==> config.mk <==
export PLATFORM = sky130hd
export DESIGN_NAME = mshr_entry_alloc_req_flat
export DESIGN_NICKNAME = d
export VERILOG_FILES = /design/src/rtl/mshr_entry_alloc_req_if.sv /design/src/rtl/mshr_entry_alloc_req.sv /design/src/flat_wrapper.sv
export SDC_FILE = /design/constraint.sdc
export NUM_CORES = 1
export LEC_CHECK = 0
export ABC_AREA = 1
export ABC_CLOCK_PERIOD_IN_PS = 2500
export CORE_ASPECT_RATIO = 0.75
export CORE_MARGIN = 2
export CORE_UTILIZATION = 45
export DETAILED_ROUTE_END_ITERATION = 8
export PLACE_DENSITY = 0.7
export SLEW_MARGIN = 20
export SYNTH_ARGS = -nofsm -noshare
export SYNTH_HDL_FRONTEND = slang
export SYNTH_SLANG_ARGS = --single-unit
==> constraint.sdc <==
create_clock -name clk -period 2.5 [get_ports clk]
set_clock_uncertainty 0.1 [all_clocks]
set_input_delay 0.25 -clock clk [delete_from_list [all_inputs] [get_ports clk]]
set_output_delay 0.25 -clock clk [all_outputs]
set_load 0.05 [all_outputs]
==> src/rtl/mshr_entry_alloc_req_if.sv <==
`default_nettype none
// ----------------------------------------------------------------------------
// Module  : mshr_entry_alloc_req_if
// Brief   : Allocate / release / probe bundle for the MSHR entry allocator.
// Revision: 1.0  initial release
// ----------------------------------------------------------------------------
interface mshr_entry_alloc_req_if #(
    parameter int unsigned NUM_ENTRY = 4,
    parameter int unsigned TAG_WIDTH = 24
);
    localparam int unsigned IDX_W = $clog2(NUM_ENTRY);

    logic                 alloc_valid_i;
    logic [TAG_WIDTH-1:0] alloc_tag_i;
    logic                 alloc_ready_o;
    logic [IDX_W-1:0]     alloc_idx_o;
    logic                 release_valid_i;
    logic [IDX_W-1:0]     release_idx_i;
    logic [TAG_WIDTH-1:0] probe_tag_i;
    logic                 probe_hit_o;
    logic [IDX_W-1:0]     probe_idx_o;
    logic [NUM_ENTRY-1:0] valid_list_o;
    logic [IDX_W:0]       used_o;
    logic                 full_o;
    logic                 release_err_o;

    modport slave (
        input  alloc_valid_i, alloc_tag_i, release_valid_i, release_idx_i, probe_tag_i,
        output alloc_ready_o, alloc_idx_o, probe_hit_o, probe_idx_o,
               valid_list_o, used_o, full_o, release_err_o
    );

    modport master (
        output alloc_valid_i, alloc_tag_i, release_valid_i, release_idx_i, probe_tag_i,
        input  alloc_ready_o, alloc_idx_o, probe_hit_o, probe_idx_o,
               valid_list_o, used_o, full_o, release_err_o
    );
endinterface
`default_nettype wire

==> src/rtl/mshr_entry_alloc_req.sv <==
`default_nettype none
// ----------------------------------------------------------------------------
// Module  : mshr_entry_alloc_req
// Brief   : MSHR entry allocator with tag probe; optional full-state
//           alloc/release bypass enabled by MSHR_ALLOC_RELEASE_BYPASS_EN.
// Revision: 1.0  initial release
// ----------------------------------------------------------------------------
module mshr_entry_alloc_req #(
    parameter int unsigned NUM_ENTRY = 4,
    parameter int unsigned TAG_WIDTH = 24
) (
    input  wire                     clk,
    input  wire                     rst,
    mshr_entry_alloc_req_if.slave   bus
);
    localparam int unsigned IDX_W = $clog2(NUM_ENTRY);

    logic [NUM_ENTRY-1:0] r_valid;
    logic [TAG_WIDTH-1:0] r_tag [NUM_ENTRY];
    logic [IDX_W:0]       r_used;
    logic                 r_release_err;

    logic                 w_full;
    logic                 w_rel_legal;
    logic                 w_alloc_ready;
    logic                 w_alloc_fire;
    logic [IDX_W-1:0]     w_free_idx;
    logic [IDX_W-1:0]     w_alloc_idx;
    logic                 w_probe_hit;
    logic [IDX_W-1:0]     w_probe_idx;
    logic [NUM_ENTRY-1:0] w_valid_nxt;
    logic [IDX_W:0]       w_used_nxt;

    assign w_full      = &r_valid;
    assign w_rel_legal = bus.release_valid_i && r_valid[bus.release_idx_i];

    // Lowest-index free entry; scanning downward lets the lowest one win.
    always_comb begin
        w_free_idx = '0;
        for (int i = NUM_ENTRY - 1; i >= 0; i--) begin
            if (!r_valid[i]) begin
                w_free_idx = IDX_W'(i);
            end
        end
    end

`ifdef MSHR_ALLOC_RELEASE_BYPASS_EN
    // When full, a legal release hands its slot straight to the new request.
    assign w_alloc_ready = !w_full || w_rel_legal;
    assign w_alloc_idx   = w_full ? bus.release_idx_i : w_free_idx;
`else
    assign w_alloc_ready = !w_full;
    assign w_alloc_idx   = w_free_idx;
`endif

    assign w_alloc_fire = bus.alloc_valid_i && w_alloc_ready;

    // Probe sees registered state only.
    always_comb begin
        w_probe_hit = 1'b0;
        w_probe_idx = '0;
        for (int i = NUM_ENTRY - 1; i >= 0; i--) begin
            if (r_valid[i] && (r_tag[i] == bus.probe_tag_i)) begin
                w_probe_hit = 1'b1;
                w_probe_idx = IDX_W'(i);
            end
        end
    end

    // Allocation applied after release so a bypassed slot ends up valid.
    always_comb begin
        w_valid_nxt = r_valid;
        if (w_rel_legal) begin
            w_valid_nxt[bus.release_idx_i] = 1'b0;
        end
        if (w_alloc_fire) begin
            w_valid_nxt[w_alloc_idx] = 1'b1;
        end
    end

    always_comb begin
        w_used_nxt = r_used;
        case ({w_alloc_fire, w_rel_legal})
            2'b10:   w_used_nxt = r_used + {{IDX_W{1'b0}}, 1'b1};
            2'b01:   w_used_nxt = r_used - {{IDX_W{1'b0}}, 1'b1};
            default: w_used_nxt = r_used;
        endcase
    end

    always_ff @(posedge clk) begin
        if (rst) begin
            r_valid       <= '0;
            r_used        <= '0;
            r_release_err <= 1'b0;
        end else begin
            r_valid <= w_valid_nxt;
            r_used  <= w_used_nxt;
            if (bus.release_valid_i && !r_valid[bus.release_idx_i]) begin
                r_release_err <= 1'b1;
            end
        end
    end

    always_ff @(posedge clk) begin
        if (!rst && w_alloc_fire) begin
            r_tag[w_alloc_idx] <= bus.alloc_tag_i;
        end
    end

    assign bus.alloc_ready_o = w_alloc_ready;
    assign bus.alloc_idx_o   = w_alloc_idx;
    assign bus.probe_hit_o   = w_probe_hit;
    assign bus.probe_idx_o   = w_probe_idx;
    assign bus.valid_list_o  = r_valid;
    assign bus.used_o        = r_used;
    assign bus.full_o        = w_full;
    assign bus.release_err_o = r_release_err;

endmodule
`default_nettype wire

==> src/flat_wrapper.sv <==
// flat-port wrapper written by rule: the top's interface ports become plain ports
module mshr_entry_alloc_req_flat 
#(
    parameter int unsigned NUM_ENTRY = 4,
    parameter int unsigned TAG_WIDTH = 24
)
  (clk, rst, bus_alloc_valid_i, bus_alloc_tag_i, bus_release_valid_i, bus_release_idx_i, bus_probe_tag_i, bus_alloc_ready_o, bus_alloc_idx_o, bus_probe_hit_o, bus_probe_idx_o, bus_valid_list_o, bus_used_o, bus_full_o, bus_release_err_o);
  mshr_entry_alloc_req_if #(.NUM_ENTRY(NUM_ENTRY), .TAG_WIDTH(TAG_WIDTH)) bus_i ();
  input  wire clk;
  input  wire rst;
  input wire logic [$bits(bus_i.alloc_valid_i)-1:0] bus_alloc_valid_i;
  input wire logic [$bits(bus_i.alloc_tag_i)-1:0] bus_alloc_tag_i;
  input wire logic [$bits(bus_i.release_valid_i)-1:0] bus_release_valid_i;
  input wire logic [$bits(bus_i.release_idx_i)-1:0] bus_release_idx_i;
  input wire logic [$bits(bus_i.probe_tag_i)-1:0] bus_probe_tag_i;
  output wire logic [$bits(bus_i.alloc_ready_o)-1:0] bus_alloc_ready_o;
  output wire logic [$bits(bus_i.alloc_idx_o)-1:0] bus_alloc_idx_o;
  output wire logic [$bits(bus_i.probe_hit_o)-1:0] bus_probe_hit_o;
  output wire logic [$bits(bus_i.probe_idx_o)-1:0] bus_probe_idx_o;
  output wire logic [$bits(bus_i.valid_list_o)-1:0] bus_valid_list_o;
  output wire logic [$bits(bus_i.used_o)-1:0] bus_used_o;
  output wire logic [$bits(bus_i.full_o)-1:0] bus_full_o;
  output wire logic [$bits(bus_i.release_err_o)-1:0] bus_release_err_o;
  assign bus_i.alloc_valid_i = bus_alloc_valid_i;
  assign bus_i.alloc_tag_i = bus_alloc_tag_i;
  assign bus_i.release_valid_i = bus_release_valid_i;
  assign bus_i.release_idx_i = bus_release_idx_i;
  assign bus_i.probe_tag_i = bus_probe_tag_i;
  assign bus_alloc_ready_o = bus_i.alloc_ready_o;
  assign bus_alloc_idx_o = bus_i.alloc_idx_o;
  assign bus_probe_hit_o = bus_i.probe_hit_o;
  assign bus_probe_idx_o = bus_i.probe_idx_o;
  assign bus_valid_list_o = bus_i.valid_list_o;
  assign bus_used_o = bus_i.used_o;
  assign bus_full_o = bus_i.full_o;
  assign bus_release_err_o = bus_i.release_err_o;
  mshr_entry_alloc_req #(.NUM_ENTRY(NUM_ENTRY), .TAG_WIDTH(TAG_WIDTH)) u_core (.clk(clk), .rst(rst), .bus(bus_i));
endmodule
==> out/results.ini, run 1 <==
[outcome]
status = finished, final reports clean

[timing]
fin_ws_ns = 0.156
hold_viol_final = 0
fmax_mhz = 427
finalCritPeriodShare_pct = 93.8
slew_viol_final = 0
slew_headroom_pct = 66.2
setup_violations = 0
period_minus_slack_ns = 2.34
rsz0062_at_grt = false
tightest_slew_ns = 0.505

[logic_synthesis]
yosysWarnings = 0
netlist_area_sq_um = 5050
post-synth-top-count-cell = nand2_1
synth.avg_cell_area_sq_um = 9.22
synth-edff-count = 96
synth_ff_type = edfxtp_1
seq_area_frac_synth_pct = 60.2
synthDistinctLibCells = 27
ys_ff_latch = 104
synth_common_cells = nand2_1 (167), edfxtp_1 (96), inv_1 (79)
synth_area_leader_cell = edfxtp_1
ys_async_sr_fraction_pct = 0
synth_top_area_share_pct = 57.0
syn-num-nets = 604
synth_area_leaders = edfxtp_1 (57%), nand2_1 (12%), inv_1 (5.9%)
synthCells = 548

[placed_design]
place_area_sq_um = 6030
dp.final_hpwl_microns = 9120
globalplace.congestion = 0.948
place_inst = 756
pre_cts_slack_ns = -0.00670
portBuffers = 68

[power_and_ir_drop]
switching_share_pct = 24.3
power_frac_clock_pct = 37.0
power.density_nw_per_um2 = 605
cellLeakagePower_nw = 2.56
combPwrFrac_pct = 11.5
p_seq_share_pct = 51.5
vdd_drop_max_uv = 483
p_int_mw = 2.90
power.total_mw = 3.83
switching_power_mw = 0.932

[drt]
vias = 3735
first_iter_violations = 302
drcViolationCount = 0
antenna_left = 0
wl_microns = 12200
viasPerCell = 4.84
routedWlPerCell_microns = 15.8
dr.pass1.iters = 5

[hold_path]
worstHoldPathCells = 2
hp-class = reg -> reg

[clock_network]
worstSkewPairLatency_ns = 0.35
cts_setup_buffers = 0
ctsHoldBuffers = 0
cts_max_level = 3
cts_buffers = 9
cts_tree = built
ctsLongestPathBuffers = 2
cts_resized = 0
clkTransAtPathRegs_ns = 0.07
cts_root_buffer = clkbuf_16
clkSinkCount = 104

[floorplanning]
die_area_sq_um = 12100
core_area_sq_um = 10900
die_y_microns = 95.8
die_x_microns = 126
start_util_pct = 46.2
num_io_pins = 69
row_count = 33

[final_layout]
drive_gt1_share_pct = 11.4
filler_cell_count = 938
fin_nets = 683
area_delta_synth_final_pct = 25.3
final_cell_count_no_fill = 772
n_antenna_cell = 0
fin_area_sq_um = 6330
final_util_pct = 57.9

[worst_setup_path]
crit_type = in -> out
crit_cells = 12
worstPathRequired_ns = 2.15
path_cells = clkdlybuf4s50_1 -> inv_2 -> nand2_1 -> nand2_1 -> inv_1 -> nand2_1 -> nor2_1 -> nand2_1 -> nor2_1 -> a21oi_1 -> nor2_1 -> buf_12
worstPathArrival_ns = 1.99
critPathSlowestCell = clkdlybuf4s50_1
end_kind = output port
worstPathMaxFanout = 4
crit_buf_inv = 4
reg2reg_slack_ns = 0.36
r2r_cells = 11
start_kind = input port
cpMostUsedCell = nand2_1
critical_path.max_stage_delay_ns = 0.57
critPathTopFamily = buffers and inverters

[job]
drv_cap = 0

[global_routing]
antenna_found_initial = 0
grt_max_degree = 25
grt_overflow = 0
grt_first_pass_wirelength_microns = 18700
grt.total_usage_pct = 21.2
first_global_vias = 3539

==> per-stage QoR <==
step | hold slack, ns | setup TNS, ns
after floorplan | 0.219 | -0.143
after global placement | 0.340 | 0
after detailed placement | 0.347 | -0.00670
after CTS | 0.359 | 0
after global routing | 0.395 | 0
final | 0.355 | 0
==> worst paths after layout <==
kind / from / endpoint
max: bus_probe_tag_i[2] / bus_probe_idx_o[1]
min: u_core.bus.release_err_o / u_core.bus.release_err_o
min reg2reg: u_core.bus.release_err_o / u_core.bus.release_err_o
max reg2reg: u_core.bus.valid_list_o[2] / u_core.bus.used_o[2]
==> worst register-to-register path, stage by stage, from the launching register on <==
cell	delay, ns
dfxtp_4	0.42
inv_1	0.09
o21ai_0	0.21
a21oi_2	0.12
nor2_4	0.16
ha_4	0.15
inv_2	0.04
fa_2	0.33
a21oi_1	0.12
o21ai_1	0.09
o21ai_1	0.12
a21oi_1	0.05
==> layout make-up <==
| type | instances | area [sq um] | share of cell area (%) |
|---|---|---|---|
| Clock inverter | 7 | 70.1 | 1.11 |
| Inverter | 97 | 368 | 5.81 |
| Tap cell | 140 | 175 | 2.77 |
| Sequential cell | 104 | 3060 | 48.3 |
| Multi-Input combinational cell | 341 | 1670 | 26.3 |
| Timing Repair Buffer | 74 | 771 | 12.2 |
| Clock buffer | 9 | 225 | 3.56 |
==> layout by cell type (no fill, tap or decap), types with 2 or more instances in the layout <==
master           Yosys  routed
a21oi_1             11       9
a21oi_2              3       5
buf_12               0       4
buf_4                3       5
clkbuf_16            0       9
clkdlybuf4s50_1      0      64
clkinv_1             1       2
clkinvlp_4           0       4
dfxtp_1              8       4
dfxtp_4              0       4
edfxtp_1            96      96
inv_1               79      77
inv_2               17      18
nand2_1            167     165
nand2_2              4       5
nand3_1             18      18
nor2_1              55      50
nor2_2               6       9
nor2_4               1       3
o21ai_0             30      28
o21ai_1              7       9
xnor2_1             27      27
xor2_1               4       4
==> registers in the layout, summed over array words and instances (netlist names) <==
register,flops
u_core.r_tag,96
u_core.bus.valid_list_o,4
u_core.bus.used_o,3
u_core.bus.release_err_o,1
==> power groups by stage <==
stage	Clock (mW)	Combinational, mW	Sequential (mW)
2_1_floorplan	0	0.199	2.04
3_3_place_gp	0	0.432	2.01
3_5_place_dp	0	0.439	2.01
4_1_cts	1.44	0.441	1.97
5_1_grt	1.50	0.483	1.98
6_report	1.42	0.441	1.98
==> metal layers <==
| metal | global-route usage [%] | routed length, microns |
|---|---|---|
| met1 | 30.2 | 5930 |
| met2 | 32.1 | 5310 |
| met3 | 6.23 | 850 |
| met4 | 4.85 | 117 |
| met5 | 0 | 0 |
==> cell families (layout without fill, tap and decap cells) <==
group,Yosys count,count (layout),share of synthesized area (%)
buf+inv,103,187,7.95
compound gates,55,55,5.84
flops,104,104,60.2
fa+ha+maj,2,2,0.644
simple gates,253,253,20.0
xor+xnor,31,31,5.37
No activity file was read; power rests on OpenSTA's default activity.
==> inputs of run 2 (changes only) <==
--- a/config.mk
+++ b/config.mk
@@ -9,9 +9,9 @@
 export ABC_CLOCK_PERIOD_IN_PS = 2500
 export CORE_ASPECT_RATIO = 0.75
 export CORE_MARGIN = 2
-export CORE_UTILIZATION = 45
+export CORE_UTILIZATION = 40
 export DETAILED_ROUTE_END_ITERATION = 8
-export PLACE_DENSITY = 0.7
+export PLACE_DENSITY = 0.68
 export SLEW_MARGIN = 20
 export SYNTH_ARGS = -nofsm -noshare
 export SYNTH_HDL_FRONTEND = slang
==> run 2 against run 1 <==
Count of clock-buffer cells in the layout up 1. Total power fell by 4.0%. Maximum frequency shrank 1.7%. Combinational power barely moved. Non-clock buffer count fell by 2. Wire length shrank 1.0%. Via count is 1.1% higher. First-iteration DRC count fell by 5.6%. Final cell count increased by 3.1%. Sequential share of layout area about the same. Largest power group unchanged. Highest routed layer unchanged.
==> out/results.ini, run 2 (same netlist as run 1, synthesis figures left out) <==
[timing]
hold_viol_final = 0  ; unchanged
tightest_slew_ns = 0.500  ; -0.00468 ns
period_minus_slack_ns = 2.39  ; +0.0415 ns
fin_ws_ns = 0.114  ; -0.0415 ns
fin_hold_ws_ns = 0.352  ; -0.00255 ns
slew_viol_final = 0  ; unchanged
rsz0062_at_grt = false
slew_headroom_pct = 66.5  ; +0.31 points
setup_violations = 0  ; unchanged
fmax_mhz = 419  ; -1.7%
finalCritPeriodShare_pct = 95.4  ; +1.7 points

[worst_setup_path]
crit_type = in -> out
worstPathArrival_ns = 2.04  ; +0.05 ns
r2r_cells = 11  ; unchanged
reg2reg_slack_ns = 0.34  ; -0.02 ns
worstPathMaxFanout = 6  ; +2
reg2reg_to = u_core.bus.used_o[2]
end_kind = output port
timing.rr.start = u_core.bus.valid_list_o[2]
worstPathRequired_ns = 2.15  ; about the same
start_kind = input port

[drt]
wl_microns = 12100  ; -1.0%
drcViolationCount = 0  ; unchanged
routedWlPerCell_microns = 15.2  ; -4.0%
viasPerCell = 4.74  ; -2.0%
antenna_left = 0  ; unchanged
dr.pass1.iters = 5  ; unchanged
vias = 3775  ; +1.1%
first_iter_violations = 285  ; -5.6%

[global_routing]
grt_max_degree = 25  ; unchanged
grt.total_usage_pct = 18.5  ; -2.7 points
met3_usage_pct = 3.90  ; -2.3 points
grt_first_pass_wirelength_microns = 18600  ; -0.48%
grtUsageMet1_pct = 26.7  ; -3.5 points
first_global_vias = 3576  ; +1.0%
met2_usage_pct = 29.1  ; -3.0 points
antenna_found_initial = 0  ; unchanged
top_usage_layer = met2
grt_overflow = 0  ; unchanged

[power_and_ir_drop]
switching_share_pct = 24.0  ; -0.27 points
vdd_drop_max_uv = 416  ; -14%
power.density_nw_per_um2 = 581  ; -4.0%
p_seq_share_pct = 53.7  ; +2.2 points
power_frac_clock_pct = 34.4  ; -2.6 points
p_int_mw = 2.80  ; -3.6%
cellLeakagePower_nw = 2.54  ; -0.88%
switching_power_mw = 0.885  ; -5.0%
combPwrFrac_pct = 11.9  ; +0.4 points
power.total_mw = 3.68  ; -4.0%

[placed_design]
place_area_sq_um = 6060  ; +0.50%
place_inst = 780  ; +3.2%
globalplace.congestion = 0.907  ; -4.3%
portBuffers = 68  ; unchanged
pre_cts_slack_ns = 0.0334  ; +0.0401 ns
dp.final_hpwl_microns = 9000  ; -1.3%

[final_layout]
layout_common_cells = nand2_1 (165), edfxtp_1 (96), inv_1 (76), clkdlybuf4s50_1 (64), nor2_1 (49)
area_delta_synth_final_pct = 25.3  ; about the same
n_antenna_cell = 0  ; unchanged
layout_commonest_cell = nand2_1
largest_register_ffs = 96  ; unchanged
fin_nets = 681  ; -0.29%
drive_gt1_share_pct = 11.3  ; -0.12 points
final_cell_count_no_fill = 796  ; +3.1%
fin_area_sq_um = 6330  ; about the same
filler_cell_count = 1090  ; +16%
top_register = u_core.r_tag

[floorplanning]
num_io_pins = 69  ; unchanged
row_count = 35  ; +6.1%
die_y_microns = 101  ; +5.8%
core_area_sq_um = 12300  ; +12%
die_area_sq_um = 13600  ; +12%
die_x_microns = 134  ; +5.9%
start_util_pct = 41.1  ; -5.1 points

[clock_network]
cts_root_buffer = clkbuf_16
clkTransAtPathRegs_ns = 0.06  ; about the same
cts_tree = built
cts_buffers = 9  ; unchanged
ctsLongestPathBuffers = 2  ; unchanged
clkSinkCount = 104  ; unchanged
worstSkewPairLatency_ns = 0.34  ; about the same
cts_max_level = 3  ; unchanged

[hold_path]
hp-class = reg -> reg
hold-path-endpoint = u_core.bus.release_err_o
worstHoldPathCells = 2  ; unchanged
min_from = u_core.bus.release_err_o

[outcome]
status = finished, final reports clean

[job]
drv_cap = 0  ; unchanged

-- run 2: cell count changes in the layout (fill, tap and decap cells not counted), sizes merged --
| cell | change |
|---|---|
| inv | -1 |
| clkbuf | +1 |
| buf | -2 |
| clkinv | +1 |
| bufinv | -1 |
-- run 2: power by group through the flow --
stage,combinational (mW),clock (mW),sequential (mW)
after global routing,0.480,1.36,1.98
after detailed placement,0.439,0,2.01
final,0.439,1.27,1.98
after global placement,0.432,0,2.01
after CTS,0.440,1.29,1.98
after floorplan,0.199,0,2.04
-- run 2: worst max-delay path: stages --
cell,delay (ns)
clkdlybuf4s50_1,0.61
inv_2,0.07
nand2_1,0.07
nand2_1,0.10
nor2_1,0.11
nand2_1,0.05
nor2_1,0.14
nand2_1,0.08
nor2_2,0.10
nand2_1,0.08
a21oi_2,0.20
buf_12,0.16
-- run 2: timing repair --
action	in CTS	in global routing
hold buffers	0	0
setup buffers	0	0
endpoints found under the setup margin	0	3
gates resized for setup	0	3
-- run 2: worst max path at each step --
stage,start,end,cells past startpoint
final,bus_probe_tag_i[7],bus_probe_idx_o[0],12
after global routing,bus_probe_tag_i[7],bus_probe_idx_o[0],12
after CTS,bus_probe_tag_i[13],bus_probe_idx_o[1],12
after detailed placement,bus_release_idx_i[0],u_core.bus.used_o[2],13
after global placement,bus_probe_tag_i[13],bus_probe_idx_o[1],12
after floorplan,u_core.bus.valid_list_o[2],u_core.bus.used_o[1],11
-- run 2: cell type report --
type / instances / area [sq um] / area share [%]
tap: 166 / 208 / 3.28
clock inverter: 6 / 36.3 / 0.573
sequential: 104 / 3060 / 48.3
multi-input combinational: 341 / 1670 / 26.3
timing repair buffer: 72 / 768 / 12.1
clock buffer: 10 / 229 / 3.61
inverter: 97 / 368 / 5.81
-- run 2: metal layers --
layer | up-vias | share of wire, %
met4 | 0 | 0.82
met5 | - | 0
met3 | 8 | 7.3
li1 | 1883 | -
met1 | 1749 | 48
met2 | 135 | 44
-- run 2: through the flow --
step,util [%],setup TNS [ns]
floorplan,-,-0.143
global placement,49.3,0
detailed placement,49.3,0
CTS,51.4,0
global route,51.5,0
finish,51.5,0
